### config.mk
export PLATFORM = sky130hd
export DESIGN_NAME = vga_scan_driver
export DESIGN_NICKNAME = d
export VERILOG_FILES = /design/src/rtl/vga_scan_driver.sv
export SDC_FILE = /design/constraint.sdc
export NUM_CORES = 1
export LEC_CHECK = 0
export ABC_AREA = 1
export CAP_MARGIN = 20
export CORE_MARGIN = 2
export CORE_UTILIZATION = 46
export CTS_BUF_LIST = sky130_fd_sc_hd__clkbuf_4 sky130_fd_sc_hd__clkbuf_8 sky130_fd_sc_hd__clkbuf_16
export DETAILED_ROUTE_END_ITERATION = 8
export HOLD_SLACK_MARGIN = 0.1
export PLACE_DENSITY = 0.85
export SLEW_MARGIN = 20
export SYNTH_ARGS = -nofsm -noshare
export SYNTH_HDL_FRONTEND = slang
export SYNTH_SLANG_ARGS = --single-unit
### constraint.sdc
create_clock -name clk -period 1.6 [get_ports clk]
set_input_delay 0.16 -clock clk [delete_from_list [all_inputs] [get_ports clk]]
set_output_delay 0.16 -clock clk [all_outputs]
set_load 0.005 [all_outputs]
### src/rtl/vga_scan_driver.sv
// vga_scan_driver: raster-scan timing source with registered RGB/sync and a bouncing delt animation
//   clk, rst          pixel clock, synchronous active-high reset
//   anim_en           allows the delt update on the last pixel of a frame
//   hit_a, hit_b      painter hit flags, combinational from x/y/delt
//   x, y              current h/v counters, zero-extended to 11 bits
//   delt              animation offset, constant for a whole frame
//   hs, vs            active-low syncs, one cycle after x/y
//   r, g, b           pixel colour, one cycle after x/y
//   frame_start       high while x=0,y=0 is presented at the start of a frame
module vga_scan_driver #(
  parameter int H_ACTIVE = 640,
  parameter int H_FP = 16,
  parameter int H_SYNC = 96,
  parameter int H_BP = 48,
  parameter int V_ACTIVE = 480,
  parameter int V_FP = 10,
  parameter int V_SYNC = 2,
  parameter int V_BP = 33,
  parameter int DELT_MAX = 100,
  parameter int DELT_STEP = 2,
  parameter logic [8:0] FG = 9'b111_111_000,
  parameter logic [8:0] BG = 9'b000_000_011
) (
  input  logic        clk,
  input  logic        rst,
  input  logic        anim_en,
  input  logic        hit_a,
  input  logic        hit_b,
  output logic [10:0] x,
  output logic [10:0] y,
  output logic [10:0] delt,
  output logic        hs,
  output logic        vs,
  output logic [2:0]  r,
  output logic [2:0]  g,
  output logic [2:0]  b,
  output logic        frame_start
);
  localparam logic [10:0] HA = 11'(H_ACTIVE);
  localparam logic [10:0] HS0 = 11'(H_ACTIVE + H_FP);
  localparam logic [10:0] HS1 = 11'(H_ACTIVE + H_FP + H_SYNC);
  localparam logic [10:0] HM = 11'(H_ACTIVE + H_FP + H_SYNC + H_BP - 1);
  localparam logic [10:0] VA = 11'(V_ACTIVE);
  localparam logic [10:0] VS0 = 11'(V_ACTIVE + V_FP);
  localparam logic [10:0] VS1 = 11'(V_ACTIVE + V_FP + V_SYNC);
  localparam logic [10:0] VM = 11'(V_ACTIVE + V_FP + V_SYNC + V_BP - 1);
  localparam logic [10:0] DM = 11'(DELT_MAX);
  localparam logic [10:0] DS = 11'(DELT_STEP);
  logic [10:0] h_cnt, v_cnt, delt_n;
  logic [8:0] rgb, rgb_n;
  logic dir, dir_n, run, h_end, f_end, active, up_sat, dn_sat;
  assign x = h_cnt;
  assign y = v_cnt;
  assign {r, g, b} = rgb;
  always_comb begin
    h_end = h_cnt == HM;
    f_end = h_end && v_cnt == VM;
    active = h_cnt < HA && v_cnt < VA;
    rgb_n = !active ? 9'd0 : (hit_a | hit_b) ? FG : BG;
    up_sat = delt + DS >= DM;
    dn_sat = delt <= DS;
    delt_n = dir ? (dn_sat ? 11'd0 : delt - DS) : (up_sat ? DM : delt + DS);
    dir_n = dir ? !dn_sat : up_sat;
  end
  // run holds the counters at (0,0) for one extra cycle after reset so that
  // the origin is presented together with the frame_start pulse.
  always_ff @(posedge clk) begin
    if (rst) begin
      h_cnt <= 11'd0;
      v_cnt <= 11'd0;
      delt <= 11'd0;
      dir <= 1'b0;
      run <= 1'b0;
      frame_start <= 1'b0;
      hs <= 1'b1;
      vs <= 1'b1;
      rgb <= 9'd0;
    end else begin
      run <= 1'b1;
      frame_start <= !run || f_end;
      hs <= !(h_cnt >= HS0 && h_cnt < HS1);
      vs <= !(v_cnt >= VS0 && v_cnt < VS1);
      rgb <= rgb_n;
      if (run) begin
        h_cnt <= h_end ? 11'd0 : h_cnt + 11'd1;
        if (h_end) v_cnt <= f_end ? 11'd0 : v_cnt + 11'd1;
        if (f_end && anim_en) begin
          delt <= delt_n;
          dir <= dir_n;
        end
      end
    end
  end
endmodule

* After elaboration in Yosys (flattened, before gate mapping) *
Index checks and enable logic that the tools add are counted.

operators by class
  add/subtract/negate cells = 4
  $lt $le $gt $ge = 8
  eq/ne operators = 2
  multiplexer cells = 8
  bitwise operators = 2
  reduce and logical (&&, ||, !) cells = 13

operators by type and width
  kind                   count
  $mux 11                5
  $add 11x1->11 const B  2
  $eq 11x10->1 const B   2
  $lt 11x10->1 const B   2
  $lt 11x9->1 const B    2
  $add 11x2->11 const B  1
  $ge 11x10->1 const B   1
  $ge 11x7->1 const B    1
  $ge 11x9->1 const B    1
  $le 11x2->1 const B    1
  $sub 11x2->11 const B  1
  $mux 9                 1
  $logic_and 1x1->1      5
  $logic_not 1->1        4
  $reduce_and 2->1       2
  $mux 1                 2
  $reduce_or 2->1        1
  $logic_or 1x1->1       1
  $not 1->1              1
  $or 1x1->1             1

word-level totals
  register bits after elaboration = 47
  bits of input ports = 5
  output and inout port bits = 45
  word-level logic and storage cells = 46

* Longest topological paths before layout *
Gate-level depths: netlist of the first run.

  depth in word-level cells = 4
  gate-level depth with buffers = 12
  depth with buffers taken out = 12

* Worst setup path after synthesis of the first run *
No wires, ideal clock.

  path kind = register -> register
  from = reg delt[1]
  to = reg delt[7]
  setup time = 80 ps
  arrival time = 1609 ps
  required time = 1520 ps
  slack = -88 ps
  cell stages (with the launch flop) = 8
  path buffers = 0
  clock period less this slack = 1688 ps
  cells stage by stage = dfxtp_1 > inv_1 > ha_1 > o21ai_0 > nor2_1 > nor2_1 > o21ai_0 > nor3b_1

between the ends
  word-level cells in the longest chain between the ends = 4
  elaborated cells on any way between the ends = 7
  classes of those cells = add/sub: 2; order compare: 2; mux: 3

ends and longest elaborated chain
  item                    line    text
  from (decl)             31      output logic [10:0] delt,
  from (signal assigned)  88      delt <= delt_n;
  $add 11x2->11           60, 62
  $ge 11x7->1             60      up_sat = delt + DS >= DM;
  $mux 11                 62      delt_n = dir ? (dn_sat ? 11'd0 : delt - DS) : (up_sat ? DM : delt + DS);
  $mux 11 *               62

Mark *: on every way between the ends. The rest lies on a longest branch, timed or not.
A chain may end at the register's enable or synchronous reset.

* Final worst setup path of the first run *
  from = reg h_cnt[0], in the netlist x[0]
  to = reg v_cnt[2], in the netlist y[2]

between the ends
  word-level cells in the longest chain between the ends = 3
  elaborated cells on any way between the ends = 4
  classes of those cells = eq/ne: 1; mux: 1; reduce/logical: 2

ends and longest elaborated chain
  item                    line  text
  from (decl)             49    logic [10:0] h_cnt, v_cnt, delt_n;
  from (signal assigned)  85    h_cnt <= h_end ? 11'd0 : h_cnt + 11'd1;
  $eq 11x10->1 *          56    h_end = h_cnt == HM;
  $logic_and 1x1->1       57    f_end = h_end && v_cnt == VM;
  $mux 11                 86    if (h_end) v_cnt <= f_end ? 11'd0 : v_cnt + 11'd1;
  to (signal assigned)    86
  to (decl)               49

Marks and branches as above.

==> qor.csv, run 1 <==
stage,metric,value,unit
run_status,status,finished with violations,
run_status,violations,negative setup slack,
synthesis,postSynthCellCount,335,
placed_design,dp.cells,491,
power,ir_worst_vdd,286,uV
timing,slew_viol_final,0,
global_route,top_usage_layer,met2,
worst_setup_path,cp_top_family,simple AND/OR/NAND/NOR gates,
worst_setup_path,worstSetupPathType,flop to flop,
worst_setup_path,reg2reg_from,x[0],
min_path,hold_start,hit_a,
global_route,overflow,0,
final_layout,final_area,3520,um2
synthesis,synth_cell_types,28,
global_route,grt_pass1_wl,10.4,mm
synthesis,synth-xor-area-share,5.39,%
timing,fin_skew,7.89,ps
synthesis,syn_area,2280,um2
cts,clk_latency,300,ps
cts,clock_path_buffers,2,
final_layout,diodes,0,
die,die_x,74.3,um
cts,cts_tree,yes,
timing,fmax,0.623,GHz
final_layout,register_area,801,um2
worst_setup_path,start_kind,flop,
placed_design,globalplace.congestion,0.875,
timing,finalSetupViolCount,2,
job,cap_violations,0,
synthesis,syn_area_per_cell,6.79,um2
global_route,met1_usage,28.1,%
cts,h-tree-depth,2,
route,firstDrtPassIters,5,
timing,hold_viol,0,
synthesis,synthMuxAreaShare,0,%
final_layout,drive_gt1_share,29.1,%
timing,period_share,100,%
synthesis,synth_top_cell_by_area,dfxtp_1,
global_route,grt_max_degree,14,
power,power_density,510,nW/um2
synthesis,synth_area_leaders,"dfxtp_1 34%, nand2_1 11%, nor2_1 8.1%, a21oi_1 5.9%, nand3_1 5.5%",
die,dieArea,5530,um2
synthesis,synth_top_family_by_area,simple AND/OR/NAND/NOR gates,
route,drc,0,
cts,cts_buffers,5,
die,num_rows,25,
die,start_util,47.9,%
synthesis,synth-edff-count,0,
worst_setup_path,cp-end-kind,flop,
worst_setup_path,startpoint,x[0],
synthesis,yosys.area.top_type_share,34.3,%
die,coreArea,4750,um2
die,fp.dieH,74.3,um
route,avgViaCountPerCell,5.39,
worst_setup_path,max_stage_delay,370,ps
worst_setup_path,crit_path_top_delay_cell,dfxtp_2,
placed_design,io_buffer_count,47,
worst_setup_path,path_cells,"ha_4, nand4_4, nor3_4, buf_6, nand2_1, or2_0, a21oi_1",
worst_setup_path,critPathBufInv,1,
synthesis,synth_fa_ha_area_share,3.30,%
global_route,gr-usage-met2,43.2,%
final_layout,multi_input_comb_area,1520,um2
cts,cts_sinks,39,
final_layout,final_cells,500,
worst_setup_path,crit_fanout,8,
placed_design,dp_hpwl,4.74,mm
synthesis,synth-main-ff-cell,dfxtp_1,
die,ioPinCount,50,
global_route,grt_use_total,24.2,%
synthesis,ys_seq_elements,39,
cts,root_buffer,clkbuf_8,
placed_design,dpl_cell_area,3160,um2
worst_setup_path,worstPathRequired,1830,ps
final_layout,num-fill-cells,356,
min_path,hold_path.class,primary input to flop,
route,wl,7.11,mm
route,drt_iter0_drc,225,
timing,setup_ws,-5.55,ps
power,total_power,1.80,mW
worst_setup_path,arrival,1840,ps
power,p_leak,1.39,nW
timing,rsz0062_at_grt,true,
synthesis,synth-simple-area-share,36.5,%
global_route,antenna_found_initial,0,
synthesis,yosysWarnings,0,
synthesis,ys_seq_area_share,34.3,%
route,wl_per_cell,14.2,um
global_route,grt_util_met3,5.01,%
route,antenna_left,0,
timing,fin_crit,1610,ps
synthesis,ys_async_sr_fraction,0,%
final_layout,syn_to_final_growth,54.9,%
synthesis,synth_compound_area_share,10.6,%
cts,clkTransAtPathRegs,70,ps
final_layout,final_nets,443,
final_layout,final_util,74.1,%
placed_design,preCtsSetupSlack,-173,ps
global_route,grt_pass1_vias,2434,
route,dr_total_vias,2693,
## final timing paths
check,end,slack [ps],cells past startpoint
worst max-delay path,y[2],-6,7
worst min-delay path,rgb[1],430,2
worst max register to register,y[2],-6,7
worst min register to register,x[3],520,2
## report_power, final
group          internal (mW)  switching (mW)
clock                  0.340           0.350
combinational         0.0669          0.0555
sequential             0.976          0.0107
## cell families (layout without fill, tap and decap cells)
group | count (synthesis) | after routing
flip-flops | 39 | 39
XOR/XNOR | 14 | 14
AND/OR/NAND/NOR | 181 | 181
buffers and inverters | 48 | 145
adder cells (fa/ha/maj) | 6 | 6
AO/OA/AOI/OAI | 46 | 46
other | 1 | 2
## state kept, by name, indices dropped and copies added, names as in the netlist
register / flops
y: 11
x: 11
frame_start: 1
hs: 1
run: 1
vs: 1
delt: 10
dir: 1
rgb: 2
## per-layer routing
layer | vias up | routed length, um
li1 | 1301 | -
met1 | 1237 | 2760
met2 | 125 | 3590
met3 | 30 | 497
met4 | 0 | 254
met5 | - | 0
## placed cells by master (no fill, tap or decap), types with 5 or more instances in the layout
| cell | n |
|---|---|
| inv_1 | 27 |
| nor2_2 | 7 |
| nor3_1 | 14 |
| buf_4 | 53 |
| nand4_1 | 7 |
| nor2_1 | 35 |
| o21ai_0 | 9 |
| inv_2 | 6 |
| dfxtp_1 | 29 |
| dfxtp_2 | 7 |
| a21oi_1 | 23 |
| nor2_4 | 7 |
| xor2_1 | 13 |
| clkbuf_8 | 5 |
| nand2_2 | 5 |
| clkdlybuf4s50_1 | 47 |
| nand3_1 | 22 |
| nand2_1 | 61 |
## per-stage QoR
stage,hold slack (ps),setup TNS [ps]
2_1_floorplan,237,0
3_5_place_dp,524,-859
3_3_place_gp,513,-586
4_1_cts,428,-16.6
6_report,425,-6.28
5_1_grt,447,-1000
## timing repair
action	4_1_cts	5_1_grt
cloned	0	0
setup buffers	0	3
pin swaps	4	12
hold buffers	0	0
setup endpoints to repair	23	30
hold endpoints to repair	0	0
gates resized for setup	20	63
## cell usage after synthesis, types with 7 or more instances
master / number
a21oi_1: 27
buf_4: 9
dfxtp_1: 39
inv_1: 32
nand2_1: 66
nand3_1: 25
nand4_1: 7
nor2_1: 49
nor3_1: 17
o21ai_0: 15
xor2_1: 13
## layout make-up
cell class                 instances  share of cell area (%)
tap                               67                    2.38
clock buffer                       7                    2.38
timing repair buffer             102                    25.3
sequential                        39                    22.7
inverter                          35                    4.01
clock inverter                     1                   0.142
multi-input combinational        249                    43.1
No activity file was read; power rests on OpenSTA's default activity.
==> run 2: changes to the inputs <==
--- a/config.mk
+++ b/config.mk
@@ -6,7 +6,7 @@
 export NUM_CORES = 1
 export LEC_CHECK = 0
 export ABC_AREA = 1
-export CAP_MARGIN = 20
+export CAP_MARGIN = 30
 export CORE_MARGIN = 2
 export CORE_UTILIZATION = 46
 export CTS_BUF_LIST = sky130_fd_sc_hd__clkbuf_4 sky130_fd_sc_hd__clkbuf_8 sky130_fd_sc_hd__clkbuf_16
==> results of run 2 <==
Same layout as run 1: the final DEF is identical, and so are final timing and power.
==> run 3: changes to the inputs <==
--- a/config.mk
+++ b/config.mk
@@ -8,11 +8,11 @@
 export ABC_AREA = 1
 export CAP_MARGIN = 30
 export CORE_MARGIN = 2
-export CORE_UTILIZATION = 46
-export CTS_BUF_LIST = sky130_fd_sc_hd__clkbuf_4 sky130_fd_sc_hd__clkbuf_8 sky130_fd_sc_hd__clkbuf_16
+export CORE_UTILIZATION = 47
+export CTS_BUF_LIST = sky130_fd_sc_hd__clkbuf_2
 export DETAILED_ROUTE_END_ITERATION = 8
 export HOLD_SLACK_MARGIN = 0.1
-export PLACE_DENSITY = 0.85
+export PLACE_DENSITY = 0.86
 export SLEW_MARGIN = 20
 export SYNTH_ARGS = -nofsm -noshare
 export SYNTH_HDL_FRONTEND = slang
==> run 3 against run 2 <==
The run still ends with negative setup slack left. Cell area is 1.5% lower. Global-route usage is 0.13 points lower. Power is 16% lower. Combinational power is 11% lower. Routed wire length is 1.9% lower. Cell count is 1.8% lower.
==> qor.csv, run 3 (same netlist as run 1, synthesis figures left out) <==
stage,metric,value,unit,change
power,switching_share,25.7,%,+2.6 points
power,switchingPower,0.391,mW,-6.1%
global_route,grt_pass1_wl,10.1,mm,-3.0%
route,met2_length,3.58,mm,-0.33%
die,dieArea,5410,um2,-2.0%
global_route,antenna_found_initial,0,,unchanged
cts,h-tree-depth,2,,unchanged
timing,period_share,102,%,+2.1 points
power,comb_power_share,7.2,%,+0.4 points
worst_setup_path,path_cells,"nor2_2, nand3_4, nor3_4, buf_6, nand3_4, buf_6, a21oi_2, nand3_1, nand2_1, inv_1",,
worst_setup_path,arrival,1960,ps,+120 ps
power,seq_power_share,64.8,%,+9.9 points
worst_setup_path,critPathBufInv,3,,+2
timing,hold_viol,0,,unchanged
power,ir_worst_vdd,258,uV,-9.9%
worst_setup_path,start_kind,flop,,
worst_setup_path,crit_path_top_delay_cell,dfxtp_2,,
route,topRoutingLayerUsed,met4,,
power,p_clk_share,28.0,%,-10 points
global_route,grt_max_degree,14,,unchanged
worst_setup_path,cp_top_family,simple AND/OR/NAND/NOR gates,,
cts,cts_sinks,39,,unchanged
final_layout,mostFrequentLayoutCell,nand2_1,,
timing,setup_ws,-39.2,ps,-33.6 ps
run_status,status,finished with violations,,
final_layout,drive_gt1_share,32.5,%,+3.4 points
die,fp.dieH,73.6,um,-1.0%
worst_setup_path,cp-end-kind,flop,,
final_layout,final_area,3470,um2,-1.5%
die,num_rows,25,,unchanged
power,intPower,1.13,mW,-18%
timing,hold_slack,300,ps,-125 ps
timing,fin_skew,23.7,ps,+15.8 ps
placed_design,dp_hpwl,4.61,mm,-2.8%
final_layout,layout_common_cells,"63 x nand2_1, 57 x buf_4, 34 x nor2_1, 34 x clkdlybuf4s50_1, 29 x inv_1",,
final_layout,final_nets,448,,+1.1%
min_path,hold_path.class,primary input to flop,,
global_route,overflow,0,,unchanged
timing,fin_crit,1640,ps,+33.6 ps
timing,fmax,0.610,GHz,-2.1%
route,dr_total_vias,2700,,+0.26%
cts,cts_buffers,5,,unchanged
route,avgViaCountPerCell,5.50,,+2.1%
worst_setup_path,max_stage_delay,370,ps,about the same
timing,slew_viol_final,0,,unchanged
final_layout,diodes,0,,unchanged
die,coreArea,4690,um2,-1.3%
route,antenna_left,0,,unchanged
cts,cts_tree,yes,,
route,drt_iter0_drc,238,,+5.8%
route,met3_wirelength,433,um,-13%
route,wl,6.97,mm,-1.9%
cts,clkTransAtPathRegs,210,ps,+140 ps
timing,finalSetupViolCount,4,,+2
die,die_x,73.6,um,-1.0%
run_status,violations,negative setup slack,,
job,cap_violations,0,,unchanged
final_layout,syn_to_final_growth,52.5,%,
placed_design,dpl_cell_area,3100,um2,-2.1%
final_layout,final_util,74.0,%,-0.16 points
route,wl_per_cell,14.2,um,-0.13%
worst_setup_path,worstSetupPathType,flop to flop,,
die,ioPinCount,50,,unchanged
global_route,grt_pass1_vias,2342,,-3.8%
placed_design,io_buffer_count,47,,unchanged
power,power_density,438,nW/um2,-14%
power,p_leak,1.61,nW,+16%
route,drc,0,,unchanged
cts,cts_hold_buffers,0,,unchanged
worst_setup_path,crit_fanout,4,,-4
die,start_util,48.5,%,+0.64 points
route,m1WireLength,2.82,mm,+2.0%
cts,clk_latency,420,ps,+120 ps
cts,clock_path_buffers,2,,unchanged
cts,root_buffer,clkbuf_2,,
route,firstDrtPassIters,5,,unchanged
global_route,grt_use_total,24.1,%,-0.13 points
timing,rsz0062_at_grt,true,,
placed_design,globalplace.congestion,0.923,,+5.5%
worst_setup_path,worstPathRequired,1930,ps,+100 ps
==> run 3: cell count changes in the layout (fill, tap and decap cells not counted), sizes merged <==
cell,previous run,this run
clkdlybuf4s50,47,34
buf,55,60
dlymetal6s2s,0,11
clkbuf,7,5
dlygate4sd2,0,2
clkinv,1,2
==> run 3: tightest hold or removal path: cells and delay by family <==
kind          cells  cell delay, ps
buf+inv           1             410
simple gates      2             140
==> run 3: layout make-up <==
class / instances / area [um2]
Timing Repair Buffer: 107 / 957
Tap cell: 54 / 67.6
Sequential cell: 39 / 828
Fill cell: 352 / 1220
Inverter: 35 / 136
Multi-Input combinational cell: 249 / 1450
Clock inverter: 2 / 8.76
Clock buffer: 5 / 25.0
==> run 3: per-stage QoR <==
| step | setup WS, ps | cells | TNS (ps) | power [mW] |
|---|---|---|---|---|
| finish | -39.2 | 491 | -108 | 1.52 |
| global route | -148 | 491 | -1280 | 1.57 |
| CTS | -46.5 | 488 | -109 | 1.52 |
| detailed placement | -185 | 473 | -1260 | 1.12 |
| global placement | -39.5 | 473 | -231 | 1.11 |
| floorplan | 4.71 | 336 | 0 | 1.06 |
==> run 3: worst paths after layout <==
path	cells after the start	startpoint	slack (ps)	to
max	10	x[5]	-40	delt[6]
max reg2reg	10	x[5]	-40	delt[6]
min reg2reg	2	y[9]	550	y[9]
min	3	hit_a	300	rgb[7]
==> run 3: power by group through the flow <==
| stage | Clock, mW | Combinational, mW | Sequential (mW) |
|---|---|---|---|
| 2_1_floorplan | 0 | 0.0491 | 1.01 |
| 3_3_place_gp | 0 | 0.104 | 1.01 |
| 3_5_place_dp | 0 | 0.106 | 1.01 |
| 4_1_cts | 0.425 | 0.108 | 0.989 |
| 5_1_grt | 0.462 | 0.120 | 0.986 |
| 6_report | 0.425 | 0.109 | 0.985 |
==> run 3: repair_timing <==
action,in CTS,in global routing
endpoints found under the hold margin,0,0
pin swaps,5,14
endpoints found under the setup margin,34,53
setup buffers,8,4
resized for setup,30,73
==> run 3: per-layer routing <==
metal / vias to the layer above / global-route usage (%)
li1: 1301 / -
met1: 1243 / 28.1
met2: 141 / 42.7
met3: 15 / 4.12
met4: 0 / 11.1
met5: - / 0
